--- src/rtl/mem_bridge_pkg.sv ---
// rtl/mem_bridge_pkg.sv - shared opcodes, widths and FSM state type for the line-to-beat memory bridge
package mem_bridge_pkg;

  localparam int DEF_LG_L1D_CL_LEN  = 4;
  localparam int DEF_BEAT_BITS      = 64;
  localparam int M_WIDTH            = 32;
  localparam int LG_MEM_TAG_ENTRIES = 4;

  // The upstream arbiter builds its requests from these same opcodes.
  localparam logic [4:0] MEM_LOAD_CL  = 5'h0C;
  localparam logic [4:0] MEM_STORE_CL = 5'h0D;

  typedef enum logic [1:0] {
    IDLE  = 2'd0,
    ISSUE = 2'd1,
    WAIT  = 2'd2,
    RESP  = 2'd3
  } bridge_state_t;

endpackage

--- src/rtl/mem_beat_bridge.sv ---
// rtl/mem_beat_bridge.sv - splits a cache-line request into sequential bus beats, one outstanding at a time
module mem_beat_bridge
  import mem_bridge_pkg::*;
#(
  parameter int LG_L1D_CL_LEN = DEF_LG_L1D_CL_LEN,
  parameter int BEAT_BITS     = DEF_BEAT_BITS,
  localparam int CL_BITS      = 8 << LG_L1D_CL_LEN
) (
  input  logic                          clk,
  input  logic                          reset,
  input  logic                          mem_req_valid,
  output logic                          mem_req_ack,
  input  logic [M_WIDTH-1:0]            mem_req_addr,
  input  logic [CL_BITS-1:0]            mem_req_store_data,
  input  logic [LG_MEM_TAG_ENTRIES-1:0] mem_req_tag,
  input  logic                          mem_req_insn,
  input  logic [4:0]                    mem_req_opcode,
  output logic                          mem_rsp_valid,
  output logic [CL_BITS-1:0]            mem_rsp_load_data,
  output logic [LG_MEM_TAG_ENTRIES-1:0] mem_rsp_tag,
  output logic [4:0]                    mem_rsp_opcode,
  output logic                          bus_req_valid,
  input  logic                          bus_req_ready,
  output logic                          bus_req_write,
  output logic [M_WIDTH-1:0]            bus_req_addr,
  output logic [BEAT_BITS-1:0]          bus_req_wdata,
  input  logic                          bus_rsp_valid,
  input  logic [BEAT_BITS-1:0]          bus_rsp_rdata
);

  localparam int NBEATS = CL_BITS / BEAT_BITS;
  localparam int BW     = $clog2(NBEATS + 1);
  localparam logic [M_WIDTH-1:0] OFS_MASK   = M_WIDTH'((1 << LG_L1D_CL_LEN) - 1);
  localparam logic [M_WIDTH-1:0] BEAT_BYTES = M_WIDTH'(BEAT_BITS / 8);
  localparam logic [BW-1:0]      LAST_BEAT  = BW'(NBEATS - 1);

  bridge_state_t                 state_q;
  logic [M_WIDTH-1:0]            addr_q;
  logic [CL_BITS-1:0]            store_q;
  logic [CL_BITS-1:0]            load_q;
  logic [LG_MEM_TAG_ENTRIES-1:0] tag_q;
  logic [4:0]                    opcode_q;
  logic                          insn_q;
  logic                          ack_q;
  logic                          rsp_valid_q;
  logic                          bus_valid_q;
  logic [BW-1:0]                 beat_q;

  logic is_load;
  logic is_store;
  assign is_load  = (opcode_q == MEM_LOAD_CL);
  assign is_store = (opcode_q == MEM_STORE_CL);

  // insn is captured with the request but nothing downstream consumes it yet.
  logic unused_insn;
  assign unused_insn = insn_q;

  // The ack cycle is spent in IDLE so the first beat lands one cycle after ack.
  always_ff @(posedge clk or negedge reset) begin
    if (!reset) begin
      state_q     <= IDLE;
      addr_q      <= '0;
      store_q     <= '0;
      load_q      <= '0;
      tag_q       <= '0;
      opcode_q    <= '0;
      insn_q      <= 1'b0;
      ack_q       <= 1'b0;
      rsp_valid_q <= 1'b0;
      bus_valid_q <= 1'b0;
      beat_q      <= '0;
    end else begin
      ack_q       <= 1'b0;
      rsp_valid_q <= 1'b0;
      case (state_q)
        IDLE: begin
          if (ack_q) begin
            if (is_load || is_store) begin
              state_q     <= ISSUE;
              bus_valid_q <= 1'b1;
            end else begin
              state_q     <= RESP;
              rsp_valid_q <= 1'b1;
            end
          end else if (mem_req_valid) begin
            ack_q    <= 1'b1;
            addr_q   <= mem_req_addr;
            store_q  <= mem_req_store_data;
            tag_q    <= mem_req_tag;
            opcode_q <= mem_req_opcode;
            insn_q   <= mem_req_insn;
            beat_q   <= '0;
            load_q   <= '0;
          end
        end
        ISSUE: begin
          if (bus_req_ready) begin
            bus_valid_q <= 1'b0;
            state_q     <= WAIT;
          end
        end
        WAIT: begin
          if (bus_rsp_valid) begin
            if (is_load) begin
              load_q[int'(beat_q)*BEAT_BITS +: BEAT_BITS] <= bus_rsp_rdata;
            end
            if (beat_q == LAST_BEAT) begin
              state_q     <= RESP;
              rsp_valid_q <= 1'b1;
            end else begin
              beat_q      <= beat_q + BW'(1);
              bus_valid_q <= 1'b1;
              state_q     <= ISSUE;
            end
          end
        end
        RESP: begin
          state_q <= IDLE;
        end
        default: begin
          state_q <= IDLE;
        end
      endcase
    end
  end

  assign mem_req_ack       = ack_q;
  assign mem_rsp_valid     = rsp_valid_q;
  assign mem_rsp_load_data = load_q;
  assign mem_rsp_tag       = tag_q;
  assign mem_rsp_opcode    = opcode_q;

  assign bus_req_valid = bus_valid_q;
  assign bus_req_write = is_store;
  assign bus_req_addr  = (addr_q & ~OFS_MASK) + M_WIDTH'(beat_q) * BEAT_BYTES;
  assign bus_req_wdata = store_q[int'(beat_q)*BEAT_BITS +: BEAT_BITS];

endmodule

--- config.mk ---
export PLATFORM = sky130hd
export DESIGN_NAME = mem_beat_bridge
export DESIGN_NICKNAME = d
export VERILOG_FILES = /design/src/rtl/mem_bridge_pkg.sv /design/src/rtl/mem_beat_bridge.sv
export SDC_FILE = /design/constraint.sdc
export NUM_CORES = 1
export LEC_CHECK = 0
export ABC_AREA = 1
export CELL_PAD_IN_SITES_DETAIL_PLACEMENT = 0
export CELL_PAD_IN_SITES_GLOBAL_PLACEMENT = 2
export CORE_UTILIZATION = 27
export CTS_CLUSTER_SIZE = 20
export DETAILED_ROUTE_END_ITERATION = 6
export PLACE_DENSITY_LB_ADDON = 0.1
export SYNTH_ARGS = -nofsm -noshare
export SYNTH_HDL_FRONTEND = slang
export SYNTH_SLANG_ARGS = --single-unit
--- constraint.sdc ---
create_clock -name clk -period 5.52 [get_ports clk]
set_clock_uncertainty 0.15 [all_clocks]
set_input_delay 1.656 -clock clk [delete_from_list [all_inputs] [get_ports clk]]
set_output_delay 1.656 -clock clk [all_outputs]
set_load 0.005 [all_outputs]
==> metrics.txt <==
# TYPE chip_impl_metric gauge
chip_impl_metric{name="cap_viol_max_count",unit=""} 0
chip_impl_metric{name="muxShareOfSynthArea",unit="%"} 0
chip_impl_metric{name="final-setup-viol-count",unit=""} 0
chip_impl_metric{name="met3WireLength",unit="µm"} 4170
chip_impl_metric{name="number_of_optimization_iterations_in_the_first_detailed_route_pass",unit=""} 6
chip_impl_metric{name="timing.hold.worst_path_depth",unit=""} 2
chip_impl_metric{name="crit_required",unit="ns"} 3.71
chip_impl_metric{name="route.antenna.remaining_nets",unit=""} 0
chip_impl_metric{name="syn2layout_area_growth",unit="%"} 47.7
chip_impl_metric{name="achievable-frequency",unit="MHz"} 209
chip_impl_metric{name="drt-wirelength-per-cell",unit="µm"} 18.3
chip_impl_metric{name="via_count_of_the_first_global_routing_pass",unit=""} 12800
chip_impl_metric{name="number_of_nets_in_the_finished_design",unit=""} 2369
chip_impl_metric{name="detail_route.drc_violations",unit=""} 0
chip_impl_metric{name="worstRegToRegCells",unit=""} 8
chip_impl_metric{name="netlist.area_leader.share",unit="%"} 55.3
chip_impl_info{name="crit_path_frequent_cell",value="sky130_fd_sc_hd__ha_1"} 1
chip_impl_metric{name="grt_antenna_before_repair",unit=""} 20
chip_impl_metric{name="endpoints_failing_hold",unit=""} 0
chip_impl_metric{name="synth_compound_gate_area_share",unit="%"} 7.30
chip_impl_metric{name="p_per_area",unit="nW/µm²"} 525
chip_impl_metric{name="synth-warning-count",unit=""} 0
chip_impl_metric{name="dp_hpwl",unit="µm"} 34400
chip_impl_metric{name="arrival",unit="ns"} 2.97
chip_impl_metric{name="grt_pass1_wl",unit="µm"} 78300
chip_impl_metric{name="rows",unit=""} 81
chip_impl_metric{name="die_area",unit="µm²"} 51200
chip_impl_info{name="leading_cell_type_in_the_layout_fill_and_taps_excluded",value="sky130_fd_sc_hd__nand2_1"} 1
chip_impl_metric{name="crit_path_max_incr_delay",unit="ns"} 0.53
chip_impl_metric{name="route.layer.met1.wl",unit="µm"} 21700
chip_impl_info{name="criticalPathCategory",value="register to primary output"} 1
chip_impl_metric{name="finish.instance_area",unit="µm²"} 20100
chip_impl_metric{name="fillCellCount",unit=""} 5140
chip_impl_metric{name="timing.critical_path.buf_inv",unit=""} 2
chip_impl_metric{name="cts_buffers",unit=""} 39
chip_impl_metric{name="port_buffers",unit=""} 467
chip_impl_metric{name="cts_repair_resize_count",unit=""} 0
chip_impl_metric{name="detail_routed_via_count_per_cell",unit=""} 4.53
chip_impl_metric{name="design_power_total",unit="mW"} 10.5
chip_impl_metric{name="globalRoute.totalOverflow",unit=""} 0
chip_impl_info{name="status",value="finished, final reports clean"} 1
chip_impl_metric{name="synth_cells",unit=""} 1710
chip_impl_metric{name="drt_wl_total",unit="µm"} 51800
chip_impl_info{name="worst_path_max_delay_cell",value="sky130_fd_sc_hd__clkdlybuf4s50_1"} 1
chip_impl_metric{name="avgSynthCellArea",unit="µm²"} 7.94
chip_impl_metric{name="tightest_slew_margin_relative_to_the_limit",unit="%"} 28.0
chip_impl_metric{name="post_synth_xor_area_fraction",unit="%"} 0.967
chip_impl_metric{name="die-width",unit="µm"} 226
chip_impl_metric{name="clkLatencyLatePin",unit="ns"} 0.54
chip_impl_metric{name="path_max_fanout",unit=""} 5
chip_impl_info{name="synth_top_family_by_area",value="simple AND/OR/NAND/NOR gates"} 1
chip_impl_metric{name="drive_gt1_share",unit="%"} 4.70
chip_impl_info{name="cts_tree",value="yes"} 1
chip_impl_metric{name="placed_area",unit="µm²"} 18800
chip_impl_metric{name="layoutNonFillerInstCount",unit=""} 2824
chip_impl_info{name="worst_path_dominant_cell_family",value="buffers and inverters"} 1
chip_impl_info{name="leading_cell_types_in_the_layout_fill_and_taps_excluded",value="sky130_fd_sc_hd__nand2_1, sky130_fd_sc_hd__clkdlybuf4s50_1, sky130_fd_sc_hd__dfrtp_1"} 1
chip_impl_metric{name="gp_congestion",unit=""} 0.786
chip_impl_metric{name="syn-cell-area",unit="µm²"} 13600
chip_impl_metric{name="cp.depth",unit=""} 8
chip_impl_metric{name="largest_net_degree_at_the_start_of_global_routing",unit=""} 95
chip_impl_info{name="cell_by_cell_listing_of_the_critical_path",value="ha_1 > ha_1 > nand3_1 > inv_1 > nand2_1 > nor2_1 > xor2_1 > clkdlybuf4s50_1"} 1
chip_impl_info{name="hp-start",value="store_q[25]$_DFFE_PN0P_"} 1
chip_impl_metric{name="initial_standard_cell_utilization_of_the_core",unit="%"} 27.6
chip_impl_metric{name="synth.ff_latch_count",unit=""} 300
chip_impl_info{name="yosys-top-cells-area",value="sky130_fd_sc_hd__dfrtp_1, sky130_fd_sc_hd__nand2_1, sky130_fd_sc_hd__nor2_1"} 1
chip_impl_metric{name="core_area",unit="µm²"} 49300
chip_impl_info{name="cp-start-kind",value="register"} 1
chip_impl_info{name="setup.worst_path.end_class",value="primary output"} 1
chip_impl_metric{name="totalNegativeSetupSlack",unit="ns"} 0
chip_impl_metric{name="worst-slew-pin-transition",unit="ns"} 1.08
chip_impl_metric{name="fin_crit_sh",unit="%"} 86.5
chip_impl_info{name="top_signal_layer_used",value="met5"} 1
chip_impl_metric{name="place.detailed.instances",unit=""} 2748
chip_impl_metric{name="synth_cell_type_count",unit=""} 25
chip_impl_info{name="post_synthesis_cell_type_with_the_largest_combined_area",value="sky130_fd_sc_hd__dfrtp_1"} 1
chip_impl_metric{name="post-cts-setup-buffer-count",unit=""} 0
chip_impl_info{name="clk_root_buffer_cell",value="sky130_fd_sc_hd__clkbuf_16"} 1
chip_impl_info{name="whs_endpoint",value="store_q[25]$_DFFE_PN0P_"} 1
chip_impl_info{name="r2r-start",value="beat_q[0]$_DFFE_PN0P_"} 1
chip_impl_metric{name="slew_violations",unit=""} 0
chip_impl_metric{name="regToRegSetupSlack",unit="ns"} 2.25
chip_impl_metric{name="clock-sinks",unit=""} 300
chip_impl_metric{name="wl_met2",unit="µm"} 24500
chip_impl_metric{name="yosysSeqAreaShare",unit="%"} 55.3
chip_impl_metric{name="initialDrtViolationCount",unit=""} 767
chip_impl_metric{name="ios",unit=""} 476
chip_impl_metric{name="cts.path.max_buffers",unit=""} 3
chip_impl_metric{name="ir_worst_vdd",unit="mV"} 0.275
chip_impl_metric{name="hold_buffers",unit=""} 0
chip_impl_metric{name="period_needed",unit="ns"} 4.77
chip_impl_info{name="grt_setup_unrepaired",value="no"} 1
chip_impl_info{name="timing.hold.worst.class",value="register to register"} 1
chip_impl_metric{name="synth_adder_area_share",unit="%"} 0.461
chip_impl_metric{name="total_number_of_vias",unit=""} 12800
chip_impl_metric{name="synth_simple_gate_area_share",unit="%"} 31.4
chip_impl_info{name="reg2reg_to",value="mem_rsp_load_data[51]$_DFFE_PN0P_"} 1
chip_impl_metric{name="power.static_leakage",unit="nW"} 8.96
chip_impl_metric{name="grt_util_all_layers",unit="%"} 20.0
chip_impl_metric{name="clock_tree.htree_level_count",unit=""} 2
chip_impl_metric{name="post_cts_clock_slew_at_the_launch_and_capture_registers_of_the_worst_setup_and_hold_paths",unit="ns"} 0.06
chip_impl_metric{name="die_h",unit="µm"} 226
## sequential cells by signal (all words and copies together) (netlist names)
name and cells:
mem_rsp_opcode 5, mem_req_ack 1, beat_q 2, state_q 2, mem_rsp_load_data 128, mem_rsp_tag 4
store_q 128, bus_req_valid 1, mem_rsp_valid 1, addr_q 28
## area by class of cell
| cell class | count | area (µm²) | share of cell area, % |
|---|---|---|---|
| multi-input cells | 1274 | 5510 | 27.4 |
| well taps | 664 | 831 | 4.14 |
| diodes | 10 | 25.0 | 0.125 |
| clock inverters | 12 | 63.8 | 0.318 |
| flip-flops and latches | 300 | 7510 | 37.4 |
| clock buffers | 54 | 1130 | 5.64 |
| repair buffers | 493 | 4920 | 24.5 |
| inverters | 17 | 71.3 | 0.355 |
## tightest hold or removal path: cells and delay by family (launching register included)
kind | cells | cell delay (ns)
flip-flops | 1 | 0.34
AND/OR/NAND/NOR | 2 | 0.10
## stage by stage
stage	utilization (%)	worst slack (ns)	hold WS (ns)
finish	40.7	0.747	0.322
global route	40.7	0.542	0.341
CTS	40.7	0.659	0.326
detailed placement	38.3	1.12	0.310
global placement	38.3	1.11	0.306
floorplan	-	2.25	0.294
## metal layers
layer  GRT usage [%]  vias up
met5               0        -
met2            32.4      354
met1            24.9     6015
li1                -     6322
met4            6.36       20
met3            6.88       84
## worst max path at each step
stage | from | to | slack, ns
floorplan | beat_q[1]$_DFFE_PN0P_ | bus_req_addr[18] | 2.25
CTS | beat_q[1]$_DFFE_PN0P_ | bus_req_addr[18] | 0.66
detailed placement | mem_req_valid | store_q[6]$_DFFE_PN0P_ | 1.12
global route | beat_q[1]$_DFFE_PN0P_ | bus_req_addr[20] | 0.54
finish | beat_q[1]$_DFFE_PN0P_ | bus_req_addr[20] | 0.75
global placement | mem_req_valid | store_q[116]$_DFFE_PN0P_ | 1.11
## synthesized netlist by cell type
library cell,n
sky130_fd_sc_hd__conb_1,1
sky130_fd_sc_hd__inv_2,1
sky130_fd_sc_hd__o21ai_0,68
sky130_fd_sc_hd__nor2_2,1
sky130_fd_sc_hd__nand3_1,68
sky130_fd_sc_hd__ha_1,5
sky130_fd_sc_hd__buf_1,4
sky130_fd_sc_hd__clkbuf_1,53
sky130_fd_sc_hd__xor2_1,9
sky130_fd_sc_hd__dfrtp_1,300
sky130_fd_sc_hd__xnor2_1,6
sky130_fd_sc_hd__buf_4,10
sky130_fd_sc_hd__nand2_1,728
sky130_fd_sc_hd__a21oi_1,1
sky130_fd_sc_hd__o22ai_1,1
sky130_fd_sc_hd__clkinv_1,2
sky130_fd_sc_hd__nand3b_1,11
sky130_fd_sc_hd__nor2_1,176
sky130_fd_sc_hd__nand4_1,65
sky130_fd_sc_hd__buf_2,54
sky130_fd_sc_hd__nand2_2,1
sky130_fd_sc_hd__inv_1,14
sky130_fd_sc_hd__or2_2,1
sky130_fd_sc_hd__o21ai_1,128
sky130_fd_sc_hd__nor2_4,2
## where the power goes
group	internal [mW]	total [mW]	switching, mW
sequential	3.02	3.53	0.518
combinational	2.09	4.59	2.49
clock	1.42	2.42	0.997
## cells by family (layout without fill, tap and decap cells)
| group | Yosys count | count (layout) |
|---|---|---|
| adder cells (fa/ha/maj) | 5 | 5 |
| buffers and inverters | 138 | 576 |
| flip-flops | 300 | 300 |
| AND/OR/NAND/NOR | 1053 | 1053 |
| AO/OA/AOI/OAI | 198 | 198 |
| other | 1 | 13 |
| XOR/XNOR | 15 | 15 |
Power figures use the tool's default switching activity.
